==> src/rtl/addsub_pkg.sv <==
// Shared constants and elaboration helpers for the segmented pipelined adder/subtractor.
package addsub_pkg;

  localparam int STAGES_MIN = 1;

  localparam logic ADD = 1'b0;
  localparam logic SUB = 1'b1;

  function automatic int chunk_width(input int width, input int stages);
    return width / stages;
  endfunction

  // The top refuses to elaborate unless this holds.
  function automatic bit config_ok(input int width, input int stages);
    return (stages >= STAGES_MIN) && (stages <= width) && ((width % stages) == 0);
  endfunction

endpackage

==> src/rtl/addsub_segment.sv <==
// One CW-bit combinational chunk of the segmented adder; also reports the carry into its top bit.
module addsub_segment #(
  parameter int CW = 4
) (
  input  logic [CW-1:0] a,
  input  logic [CW-1:0] b,
  input  logic          ci,
  output logic [CW-1:0] s,
  output logic          co,
  output logic          c_msb_in
);

  logic [CW:0] full;

  // The carry into the top bit is recovered from the sum bit: s = a ^ b ^ c_in.
  always_comb begin
    full     = {1'b0, a} + {1'b0, b} + {{CW{1'b0}}, ci};
    s        = full[CW-1:0];
    co       = full[CW];
    c_msb_in = a[CW-1] ^ b[CW-1] ^ full[CW-1];
  end

endmodule

==> src/rtl/pipelined_addsub.sv <==
// Parametrised adder/subtractor split into STAGES carry segments with a valid/ready pipeline.
module pipelined_addsub
  import addsub_pkg::*;
#(
  parameter int WIDTH  = 16,
  parameter int STAGES = 4
) (
  input  logic             clk,
  input  logic             rst,
  input  logic             in_valid,
  output logic             in_ready,
  input  logic [WIDTH-1:0] A,
  input  logic [WIDTH-1:0] B,
  input  logic             Cin,
  input  logic             sub,
  output logic             out_valid,
  input  logic             out_ready,
  output logic [WIDTH-1:0] S,
  output logic             Cout,
  output logic             ovf,
  output logic             zero
);

  localparam int CW = chunk_width(WIDTH, STAGES);

  if (!config_ok(WIDTH, STAGES)) begin : g_bad_cfg
    $fatal(1, "pipelined_addsub: WIDTH must be a multiple of STAGES and 1 <= STAGES <= WIDTH");
  end

  // Register k holds an operation with k chunks already summed; register STAGES is the output.
  logic [WIDTH-1:0] st_sum [0:STAGES];
  logic             st_c   [0:STAGES];
  logic             st_v   [0:STAGES];
  logic [WIDTH-1:0] st_a   [0:STAGES-1];
  logic [WIDTH-1:0] st_b   [0:STAGES-1];
  logic             ovf_q;
  logic             zero_q;

  logic [CW-1:0]    seg_s   [0:STAGES-1];
  logic             seg_co  [0:STAGES-1];
  logic             seg_cm  [0:STAGES-1];
  logic [WIDTH-1:0] nxt_sum [0:STAGES-1];
  logic             adv;

  assign adv       = !st_v[STAGES] || out_ready;
  assign in_ready  = adv;
  assign out_valid = st_v[STAGES];
  assign S         = st_sum[STAGES];
  assign Cout      = st_c[STAGES];
  assign ovf       = ovf_q;
  assign zero      = zero_q;

  // Unprocessed operand bits are shifted down so every segment works on the low chunk.
  for (genvar g = 0; g < STAGES; g++) begin : g_seg
    addsub_segment #(.CW(CW)) u_seg (
      .a        (st_a[g][CW-1:0]),
      .b        (st_b[g][CW-1:0]),
      .ci       (st_c[g]),
      .s        (seg_s[g]),
      .co       (seg_co[g]),
      .c_msb_in (seg_cm[g])
    );
  end

  always_comb begin
    for (int k = 0; k < STAGES; k++) begin
      nxt_sum[k]             = st_sum[k];
      nxt_sum[k][k*CW +: CW] = seg_s[k];
    end
  end

  // A stall freezes every register, bubbles included; reset discards everything in flight.
  always_ff @(posedge clk or posedge rst) begin
    if (rst) begin
      for (int k = 0; k <= STAGES; k++) begin
        st_sum[k] <= '0;
        st_c[k]   <= 1'b0;
        st_v[k]   <= 1'b0;
      end
      for (int k = 0; k < STAGES; k++) begin
        st_a[k] <= '0;
        st_b[k] <= '0;
      end
      ovf_q  <= 1'b0;
      zero_q <= 1'b0;
    end else if (adv) begin
      st_v[0] <= in_valid;
      if (in_valid) begin
        st_a[0]   <= A;
        st_b[0]   <= (sub == SUB) ? ~B : B;
        st_c[0]   <= (sub == SUB) ? ~Cin : Cin;
        st_sum[0] <= '0;
      end
      for (int k = 0; k < STAGES; k++) begin
        st_v[k+1]   <= st_v[k];
        st_sum[k+1] <= nxt_sum[k];
        st_c[k+1]   <= seg_co[k];
      end
      for (int k = 0; k < STAGES-1; k++) begin
        st_a[k+1] <= st_a[k] >> CW;
        st_b[k+1] <= st_b[k] >> CW;
      end
      ovf_q  <= seg_cm[STAGES-1] ^ seg_co[STAGES-1];
      zero_q <= (nxt_sum[STAGES-1] == '0);
    end
  end

endmodule

==> config.mk <==
export PLATFORM = sky130hd
export DESIGN_NAME = pipelined_addsub
export DESIGN_NICKNAME = d
export VERILOG_FILES = /design/src/rtl/addsub_pkg.sv /design/src/rtl/addsub_segment.sv /design/src/rtl/pipelined_addsub.sv
export SDC_FILE = /design/constraint.sdc
export NUM_CORES = 1
export LEC_CHECK = 0
export BUFFER_PORTS_ARGS = -buffer_cell sky130_fd_sc_hd__buf_4
export CAP_MARGIN = 20
export CORE_MARGIN = 2
export CORE_UTILIZATION = 56
export CTS_CLUSTER_DIAMETER = 50
export DETAILED_ROUTE_END_ITERATION = 8
export GPL_TIMING_DRIVEN = 0
export PLACE_DENSITY_LB_ADDON = 0.3
export SETUP_SLACK_MARGIN = 0.4
export SLEW_MARGIN = 10
export SYNTH_ARGS = -nofsm -noshare
export SYNTH_HDL_FRONTEND = slang
export SYNTH_SLANG_ARGS = --single-unit
==> constraint.sdc <==
create_clock -name clk -period 5.7 [get_ports clk]
set_input_delay 0.285 -clock clk [delete_from_list [all_inputs] [get_ports clk]]
set_output_delay 0.285 -clock clk [all_outputs]
set_load 0.02 [all_outputs]
==> results.sh, run 1 <==
export IMPL_cts_resized=0
export IMPL_hold_path_class="input pin to flop"
export IMPL_die_x_um=103.9
export IMPL_yosysTopAreaCellShare_pct=59.13
export IMPL_synth_distinct_cells=30
export IMPL_synth_top_family_by_area="simple AND/OR/NAND/NOR gates"
export IMPL_path_buf_inv=4
export IMPL_h_tree_depth=4
export IMPL_post_cts_buffers=0
export IMPL_syn_to_final_growth_pct=23.94
export IMPL_cts_tree="yes"
export IMPL_r2r_cells=5
export IMPL_grt_usage_pct=22.85
export IMPL_clock_path_buffers=2
export IMPL_clk_pin_slew_ns=0.06
export IMPL_rows=36
export IMPL_fp_dieArea_um2=10790
export IMPL_ys_seq_elements=132
export IMPL_ctsHoldBuffers=17
export IMPL_drtIter0Drc=176
export IMPL_rsz0062_at_grt="false"
export IMPL_tns_ns=0
export IMPL_layout_drive_gt1_share_pct=18.72
export IMPL_grt_max_degree=87
export IMPL_fin_cells=806
export IMPL_syn_area_um2=5587
export IMPL_synth_compound_area_share_pct=4.569
export IMPL_start_util_pct=57.42
export IMPL_synth_fp_nets=625
export IMPL_clock_fmax_mhz=446.2
export IMPL_routedWlPerCell_um=13.98
export IMPL_n_antenna_cell=0
export IMPL_drtAntennaViolNets=0
export IMPL_slew_headroom_pct=62.50
export IMPL_finalNetCount=719
export IMPL_synth_yosys_seq_area_share_pct=59.13
export IMPL_synthTopCellsByArea="dfrtp_1, nand2_1, mux2_2"
export IMPL_min_period_over_period_pct=39.32
export IMPL_clock_sinks=132
export IMPL_synth_fa_ha_area_share_pct=5.554
export IMPL_synth_top_cell_by_area="dfrtp_1"
export IMPL_first_pass_iters=4
export IMPL_clock_latency_ns=0.52
export IMPL_dpl_cell_count=758
export IMPL_die_h_um=103.9
export IMPL_cpPeakStageDelay_ns=0.43
export IMPL_power_density_nw_per_um2=568.6
export IMPL_critPathCaptureType="output pin"
export IMPL_io_buffers=57
export IMPL_period_minus_slack_ns=2.241
export IMPL_synth_most_common_cell="nand2_1"
export IMPL_setup_viol=0
export IMPL_drt_drc_violations_left=0
export IMPL_irDropWorstVdd_uv=269.5
export IMPL_yosys_most_used_dff="dfrtp_1"
export IMPL_run_status="finished clean"
export IMPL_path_depth=5
export IMPL_top_level_ports=59
export IMPL_num_vias=4044
export IMPL_synth_cells=567
export IMPL_cp_top_family="buffers and inverters"
export IMPL_grt_ovfl_total=0
export IMPL_cp_max_fo=10
export IMPL_synth_top_cells_by_count="nand2_1, dfrtp_1, o21ai_0, xnor2_1, mux2_2"
export IMPL_path_class="flop to output pin"
export IMPL_cp_required_ns=5.41
export IMPL_cts_root_buf="clkbuf_8"
export IMPL_dp_hpwl_um=7785
export IMPL_hold_viol_final=0
export IMPL_grt_pass1_wl_um=19420
export IMPL_finalMaxSlewViolations=0
export IMPL_leakage_nw=3.524
export IMPL_synth_warnings=0
export IMPL_synth_xor_area_share_pct=3.919
export IMPL_synthMuxAreaShare_pct=3.427
export IMPL_synth_simple_area_share_pct=20.18
export IMPL_finClkSkew_ns=0.01551
export IMPL_viasPerCell=5.017
export IMPL_antenna_found_initial=0
export IMPL_hold_depth=3
export IMPL_tightestPinTransition_ns=0.5625
export IMPL_numCtsBuffers=17
export IMPL_slowest_stage="clkbuf_1"
export IMPL_coreArea_um2=9729
export IMPL_critPathLaunchType="flop"
export IMPL_critPathArrivalTime_ns=1.96
export IMPL_path_cells="nor2b_4, buf_6, inv_4, clkbuf_1, buf_4"
export IMPL_synth_edf_count=0
export IMPL_async_reset_ff_share_pct=100.0
export IMPL_wl_um=11270
export IMPL_avgSynthCellArea_um2=9.853
export IMPL_gp_congestion=0.8332
export IMPL_maxCapViolations=0
export IMPL_grt_pass1_vias=4188
==> worst reg2reg max path: stages, from the launching register on <==
cell and delay, ns:
dfrtp_1 0.41, fa_1 0.48, fa_1 0.42, a21o_1 0.17
a21oi_1 0.22, a21oi_1 0.10
==> state kept, by name, indices dropped and copies added, names as in the netlist <==
| register | cells |
|---|---|
| Cout | 1 |
| S | 16 |
| nxt_sum | 24 |
| out_valid | 1 |
| ovf | 1 |
| st_a | 40 |
| st_b | 40 |
| st_c | 4 |
| st_v | 4 |
| zero | 1 |
==> placed cells by master (no fill, tap or decap), types with 2 or more instances in the layout <==
cell and n:
nand2_1 266, ha_1 12, nor2_1 12, fa_1 8
dfrtp_1 132, clkinv_4 4, a21oi_1 13, dlygate4sd3_1 17
a21o_1 6, xor2_1 6, clkbuf_1 13, clkbuf_8 3
clkinv_2 5, nand2b_1 2, inv_1 7, mux2_2 16
clkinvlp_4 3, o21ai_0 28, buf_4 58, clkbuf_16 16
xnor2_1 19, buf_2 11
==> kinds of logic after synthesis <==
| kind of cell | Yosys count |
|---|---|
| adders and majority gates | 20 |
| xor gates and xnor gates | 25 |
| muxes | 17 |
| AOI/OAI and AO/OA | 48 |
| and+or+nand+nor | 288 |
| buffers and inverters | 37 |
| DFF | 132 |
==> metal layers <==
layer | GRT usage, % | wire (um) | vias to the layer above
met4 | 7.625 | 193 | 0
met1 | 27.83 | 4705 | 1957
met2 | 39.99 | 5878 | 100
met5 | 0 | 0 | -
met3 | 5.639 | 490 | 16
li1 | - | - | 1971
==> power by group <==
group / total, mW / leakage (nW) / switching (mW) / internal [mW]
clock: 0.981 / 0.262 / 0.397 / 0.584
sequential: 1.62 / 1.60 / 0.264 / 1.35
combinational: 1.34 / 1.66 / 0.767 / 0.572
total: 3.94 / 3.52 / 1.43 / 2.51
==> worst paths after layout <==
kind	from	endpoint	slack [ns]
worst max-delay path	out_valid$_DFFE_PP0N_	in_ready	3.46
worst min-delay path	Cin	st_c[4]$_DFFE_PP0P_	0.04
worst max register to register	st_c[3]$_DFFE_PP0N_	st_c[2]$_DFFE_PP0N_	3.78
worst min register to register	nxt_sum[32]$_DFFE_PP0N_	nxt_sum[32]$_DFFE_PP0N_	0.46
max in group asynchronous	rst	st_a[21]$_DFFE_PP0N_	4.61
min in group asynchronous	rst	st_b[63]$_DFFE_PP0P_	0.35
==> metrics by stage <==
stage | power, mW | utilization, % | cell area, um2 | worst slack (ns) | hold WS, ns
floorplan | 2.493 | - | 5587 | 1.889 | 0.4167
detailed placement | 2.933 | 63.86 | 6213 | 3.798 | 0.3426
global route | 4.228 | 71.17 | 6924 | 3.342 | 0.04553
finish | 3.937 | 71.17 | 6924 | 3.459 | 0.04115
CTS | 3.964 | 71.17 | 6924 | 3.408 | 0.02652
global placement | 2.855 | 63.53 | 6181 | 0.6667 | 0.4457
==> layout make-up <==
class | count | area, um2
sequential | 132 | 3303
tap | 133 | 166.4
fill | 720 | 2805
inverter | 9 | 41.29
multi-input combinational | 398 | 2103
clock inverter | 13 | 112.6
clock buffer | 18 | 427.9
buffer | 28 | 143.9
timing repair buffer | 75 | 625.6
No activity file was read; power rests on OpenSTA's default activity.
==> run 2, diff against run 1 <==
Clock period 5.7 ns to 2.19 ns, I/O delays scaled along.
==> results.sh, run 2 (synthesized netlist as in run 1, its figures left out) <==
export IMPL_run_status="finished clean"
export IMPL_finalNetCount=742
export IMPL_coreArea_um2=9729
export IMPL_viasPerCell=5.060
export IMPL_clock_fmax_mhz=572.7
export IMPL_irDropWorstVdd_uv=714.4
export IMPL_critPathArrivalTime_ns=2.16
export IMPL_top_usage_layer="met2"
export IMPL_cpPeakStageDelay_ns=0.43
export IMPL_cp_required_ns=2.60
export IMPL_gp_congestion=0.8387
export IMPL_met3_usage_pct=7.080
export IMPL_rows=36
export IMPL_grt_pass1_wl_um=20800
export IMPL_critPathCaptureType="flop"
export IMPL_h_tree_depth=4
export IMPL_dp_hpwl_um=7844
export IMPL_io_buffers=57
export IMPL_regToRegEndpoint="st_c[2]$_DFFE_PP0N_"
export IMPL_finClkSkew_ns=0.005117
export IMPL_grt_usage_pct=24.60
export IMPL_fin_util_pct=74.96
export IMPL_antenna_found_initial=0
export IMPL_clock_sinks=132
export IMPL_finalMaxSlewViolations=0
export IMPL_clk_pin_slew_ns=0.06
export IMPL_rsz0062_at_grt="true"
export IMPL_path_cells="fa_2, fa_2, a21o_1, a21oi_2, a21oi_1"
export IMPL_first_pass_iters=5
export IMPL_die_h_um=103.9
export IMPL_wl_um=12250
export IMPL_drtAntennaViolNets=0
export IMPL_die_x_um=103.9
export IMPL_use_met1_pct=28.79
export IMPL_routedWlPerCell_um=14.78
export IMPL_hold_path_class="input pin to flop"
export IMPL_tns_ns=0
export IMPL_layout_common_cells="nand2_1, dfrtp_1, buf_4, dlygate4sd3_1, o21ai_0"
export IMPL_path_class="flop to flop"
export IMPL_cp_top_family="adder cells"
export IMPL_fp_dieArea_um2=10790
export IMPL_min_period_over_period_pct=79.73
export IMPL_grt_max_degree=41
export IMPL_path_buf_inv=0
export IMPL_hold_viol_final=0
export IMPL_top_level_ports=59
export IMPL_worstHoldEndpoint="st_b[60]$_DFFE_PP0P_"
export IMPL_critPathLaunchType="flop"
export IMPL_maxCapViolations=0
export IMPL_power_density_nw_per_um2=1494
export IMPL_final_common_cell="nand2_1"
export IMPL_r2r_cells=5
export IMPL_num_vias=4195
export IMPL_grt_pass1_vias=4498
export IMPL_layout_drive_gt1_share_pct=20.55
export IMPL_leakage_nw=3.672
export IMPL_hold_depth=3
export IMPL_period_minus_slack_ns=1.746
export IMPL_syn_to_final_growth_pct=30.55
export IMPL_tightestPinTransition_ns=0.5942
export IMPL_r2r_slack_ns=0.44
export IMPL_cp_max_fo=2
export IMPL_grt_ovfl_total=0
export IMPL_cts_tree="yes"
export IMPL_drtIter0Drc=210
export IMPL_clock_path_buffers=2
export IMPL_slew_headroom_pct=60.30
export IMPL_clock_latency_ns=0.53
export IMPL_start_util_pct=57.42
export IMPL_slowest_stage="fa_2"
export IMPL_n_antenna_cell=0
export IMPL_numCtsBuffers=17
export IMPL_worstHoldStart="sub"
export IMPL_r2r_start="st_c[3]$_DFFE_PP0N_"
export IMPL_use_met2_pct=43.37
export IMPL_timing_critical_path_mode_cell="fa_2"
export IMPL_drt_drc_violations_left=0
export IMPL_setup_viol=0
export IMPL_cts_root_buf="clkbuf_8"
==> run 2: changes by cell type in the layout (fill, tap and decap cells not counted), sizes merged <==
cell         previous run  this run
buf                    71        77
bufinv                  1         4
clkbuf                 33        32
clkinv                  9         6
clkinvlp                3         4
dlygate4sd3            17        35
inv                     9         8
==> run 2: worst reg2reg max path, delay by kind of cell (launching register included) <==
kind,cells,cell delay (ns)
DFF,1,0.42
AOI/OAI and AO/OA,3,0.41
adders and majority gates,2,0.79
==> run 2: report_power, final <==
part | switching, mW | internal (mW)
Sequential | 0.704 | 3.52
Combinational | 2.12 | 1.64
Clock | 1.04 | 1.87
Total | 3.87 | 7.03
==> run 2: routing by layer <==
metal	wire (um)	up-vias	share of wire, %
met4	244	0	2.0
met1	4950	2031	40
met3	565	23	4.6
li1	-	2018	-
met5	0	-	0
met2	6489	123	53
==> run 2: worst max path at each step <==
stage	start	cells after the start	endpoint
CTS	out_valid$_DFFE_PP0N_	5	in_ready
global route	st_b[0]$_DFFE_PP0N_	6	zero$_DFFE_PP0N_
finish	st_c[3]$_DFFE_PP0N_	5	st_c[2]$_DFFE_PP0N_
floorplan	rst	1	Cout$_DFFE_PP0N_
detailed placement	st_c[3]$_DFFE_PP0N_	5	st_c[2]$_DFFE_PP0N_
global placement	rst	2	st_a[55]$_DFFE_PP0P_
==> run 2: layout make-up <==
| cell class | instances | area, um2 |
|---|---|---|
| repair buffers | 98 | 860.8 |
| fillers | 671 | 2436 |
| inverters | 9 | 40.04 |
| flip-flops and latches | 132 | 3303 |
| well taps | 133 | 166.4 |
| clock inverters | 13 | 183.9 |
| clock buffers | 18 | 427.9 |
| multi-input cells | 398 | 2160 |
| plain buffers | 28 | 151.4 |
==> run 2: stage by stage <==
stage	hold WS, ns	setup slack, ns	cells	total power [mW]	instance area (um2)
4_1_cts	0.001726	0.3568	827	10.78	7239
3_5_place_dp	0.2098	0.2821	760	7.633	6245
3_3_place_gp	0.3256	-0.2643	757	7.432	6185
6_report	0.01836	0.4439	829	10.90	7293
5_1_grt	0.03924	0.3280	829	11.63	7293
2_1_floorplan	0.2412	0.4433	567	6.491	5590
==> run 2: repair_timing <==
item / 4_1_cts / 5_1_grt
setup buffers: 1 / 2
hold buffers: 35 / 0
resized for setup: 9 / 8
setup endpoints to repair: 7 / 4
pin swaps: 0 / 4
hold endpoints to repair: 56 / 0
==> run 3, diff against run 2 <==
Settings changed: ABC_AREA from default to 1.
Clock period 2.19 ns to 1.75 ns, I/O delays scaled along.
==> results.sh, run 3 <==
export IMPL_run_status="finished with violations"
export IMPL_violations="setup timing"
export IMPL_grt_ovfl_total=0
export IMPL_synth_distinct_cells=27
export IMPL_min_period_over_period_pct=104.0
export IMPL_yosys_most_used_dff="dfrtp_1"
export IMPL_synth_yosys_seq_area_share_pct=58.11
export IMPL_synth_xor_area_share_pct=2.619
export IMPL_setup_viol=1
export IMPL_critPathCaptureType="flop"
export IMPL_synth_fp_nets=673
export IMPL_power_density_nw_per_um2=1805
export IMPL_syn_to_final_growth_pct=34.65
export IMPL_cpPeakStageDelay_ns=0.53
export IMPL_irDropWorstVdd_uv=885.9
export IMPL_r2r_slack_ns=-0.07
export IMPL_finalMaxSlewViolations=0
export IMPL_die_h_um=104.8
export IMPL_synth_edf_count=0
export IMPL_yosysTopAreaCellShare_pct=58.11
export IMPL_num_vias=4742
export IMPL_final_common_cell="nand2_1"
export IMPL_critPathLaunchType="flop"
export IMPL_pre_cts_ws_ns=0.01679
export IMPL_cts_tree="yes"
export IMPL_grt_pass1_vias=4898
export IMPL_layout_common_cells="nand2_1, dfrtp_1, buf_4, o21ai_0, inv_1"
export IMPL_gp_congestion=0.7943
export IMPL_cp_startpoint="st_c[1]$_DFFE_PP0N_"
export IMPL_slowest_stage="fa_2"
export IMPL_cp_required_ns=2.19
export IMPL_cp_top_family="adder cells"
export IMPL_fp_dieArea_um2=10970
export IMPL_synth_fa_ha_area_share_pct=5.459
export IMPL_synthTopCellsByArea="dfrtp_1, nand2_1, o21ai_0"
export IMPL_hold_depth=4
export IMPL_rows=36
export IMPL_cp_endpoint="zero$_DFFE_PP0N_"
export IMPL_synth_top_cell_by_area="dfrtp_1"
export IMPL_maxCapViolations=0
export IMPL_fillCellCount=587
export IMPL_ys_seq_elements=132
export IMPL_leakage_nw=3.837
export IMPL_finClkSkew_ns=0.008761
export IMPL_path_cells="fa_2, inv_2, fa_2, inv_1, nor2_1, nand2_1, nor2_1, nand3_1, o21bai_1"
export IMPL_rsz0062_at_grt="true"
export IMPL_clock_sinks=132
export IMPL_r2r_cells=9
export IMPL_h_tree_depth=4
export IMPL_finalNetCount=816
export IMPL_period_minus_slack_ns=1.819
export IMPL_numCtsBuffers=17
export IMPL_top_level_ports=59
export IMPL_path_class="flop to flop"
export IMPL_n_antenna_cell=0
export IMPL_path_depth=9
export IMPL_async_reset_ff_share_pct=100.0
export IMPL_synth_cells=615
export IMPL_hold_path_class="input pin to flop"
export IMPL_placed_cell_area_um2=6364
export IMPL_first_pass_iters=6
export IMPL_final_area_um2=7654
export IMPL_grt_usage_pct=26.54
export IMPL_grt_pass1_wl_um=22710
export IMPL_clk_pin_slew_ns=0.06
export IMPL_hold_viol_final=0
export IMPL_dp_hpwl_um=8662
export IMPL_wl_um=14430
export IMPL_cts_root_buf="clkbuf_8"
export IMPL_critPathArrivalTime_ns=2.26
export IMPL_die_x_um=104.8
export IMPL_synth_top_cells_by_count="nand2_1, dfrtp_1, o21ai_0, inv_1, nor2_1"
export IMPL_layout_setup_ws_ns=-0.06934
export IMPL_synth_most_common_cell="nand2_1"
export IMPL_drt_drc_violations_left=0
export IMPL_synth_simple_area_share_pct=18.16
export IMPL_regToRegEndpoint="zero$_DFFE_PP0N_"
export IMPL_slew_headroom_pct=53.76
export IMPL_synthMuxAreaShare_pct=0
export IMPL_synth_top_family_by_area="simple AND/OR/NAND/NOR gates"
export IMPL_routedWlPerCell_um=16.00
export IMPL_drtAntennaViolNets=0
export IMPL_io_buffers=57
export IMPL_coreArea_um2=9819
export IMPL_clock_latency_ns=0.52
export IMPL_syn_area_um2=5684
export IMPL_drtIter0Drc=295
export IMPL_layout_drive_gt1_share_pct=23.93
export IMPL_avgSynthCellArea_um2=9.243
export IMPL_synth_compound_area_share_pct=8.629
export IMPL_clock_path_buffers=2
export IMPL_start_util_pct=57.89
export IMPL_viasPerCell=5.257
export IMPL_r2r_start="st_c[1]$_DFFE_PP0N_"
export IMPL_antenna_found_initial=0
export IMPL_synth_warnings=0
export IMPL_tightestPinTransition_ns=0.6921
export IMPL_clock_fmax_mhz=549.7
export IMPL_cp_max_fo=2
export IMPL_grt_max_degree=41
export IMPL_path_buf_inv=2
[run 3: report_power, final]
group	leakage (nW)	internal (mW)	switching, mW
clock network	0.249	1.85	1.19
registers	1.63	4.36	0.801
logic	1.96	2.41	3.20
[run 3: worst reg2reg max path: cells and delay by family (launching register included)]
kind | cells | cell delay [ns]
adder cells (fa/ha/maj) | 2 | 0.78
flip-flops | 1 | 0.40
AO/OA/AOI/OAI | 1 | 0.12
AND/OR/NAND/NOR | 4 | 0.35
buffers and inverters | 2 | 0.09
[run 3: layout make-up]
| cell class | instances | area (um2) | share of cell area [%] |
|---|---|---|---|
| Buffer | 29 | 227.7 | 2.975 |
| Clock buffer | 23 | 436.7 | 5.705 |
| Clock inverter | 7 | 60.06 | 0.7847 |
| Inverter | 54 | 206.4 | 2.697 |
| Multi-Input combinational cell | 400 | 2153 | 28.13 |
| Sequential cell | 132 | 3303 | 43.16 |
| Tap cell | 133 | 166.4 | 2.174 |
| Timing Repair Buffer | 124 | 1100 | 14.37 |
[run 3: worst min-delay path by stage]
| stage | from | to | slack [ns] |
|---|---|---|---|
| 2_1_floorplan | A[0] | st_a[48]$_DFFE_PP0P_ | 0.20 |
| 3_3_place_gp | A[13] | st_a[61]$_DFFE_PP0P_ | 0.28 |
| 3_5_place_dp | rst | st_b[3]$_DFFE_PP0N_ | 0.22 |
| 4_1_cts | sub | st_b[56]$_DFFE_PP0P_ | 0.07 |
| 5_1_grt | sub | st_b[53]$_DFFE_PP0P_ | 0.11 |
| 6_report | sub | st_b[53]$_DFFE_PP0P_ | 0.09 |
[run 3: logic make-up after synthesis]
| group | after synthesis |
|---|---|
| xor gates and xnor gates | 17 |
| adders and majority gates | 20 |
| buffers and inverters | 83 |
| AOI/OAI and AO/OA | 96 |
| DFF | 132 |
| and+or+nand+nor | 267 |
[run 3: metrics by stage]
step                power [mW]  cells  hold WS (ns)  TNS [ns]  util (%)
finish                   13.81    902       0.09294  -0.06934     77.94
global route             14.66    902        0.1081   -0.1657     77.94
CTS                      12.90    884       0.06887         0     75.04
detailed placement       9.481    808        0.2247         0     64.81
global placement         9.200    805        0.2830    -89.34     64.19
floorplan                7.997    615        0.1971         0         -
[run 3: metal layers]
layer,global-route usage (%),wire length (um),vias to the layer above
li1,-,-,2207
met1,31.59,5850,2331
met2,46.61,7517,163
met3,6.176,677,41
met4,10.38,383,0
met5,0,0,-
[run 3: timing repair]
| action | 4_1_cts | 5_1_grt |
|---|---|---|
| endpoints found under the setup margin | 26 | 49 |
| hold buffers | 42 | 0 |
| resized for setup | 15 | 49 |
| pin swaps | 8 | 19 |
| setup buffers | 4 | 18 |
| endpoints found under the hold margin | 62 | 0 |
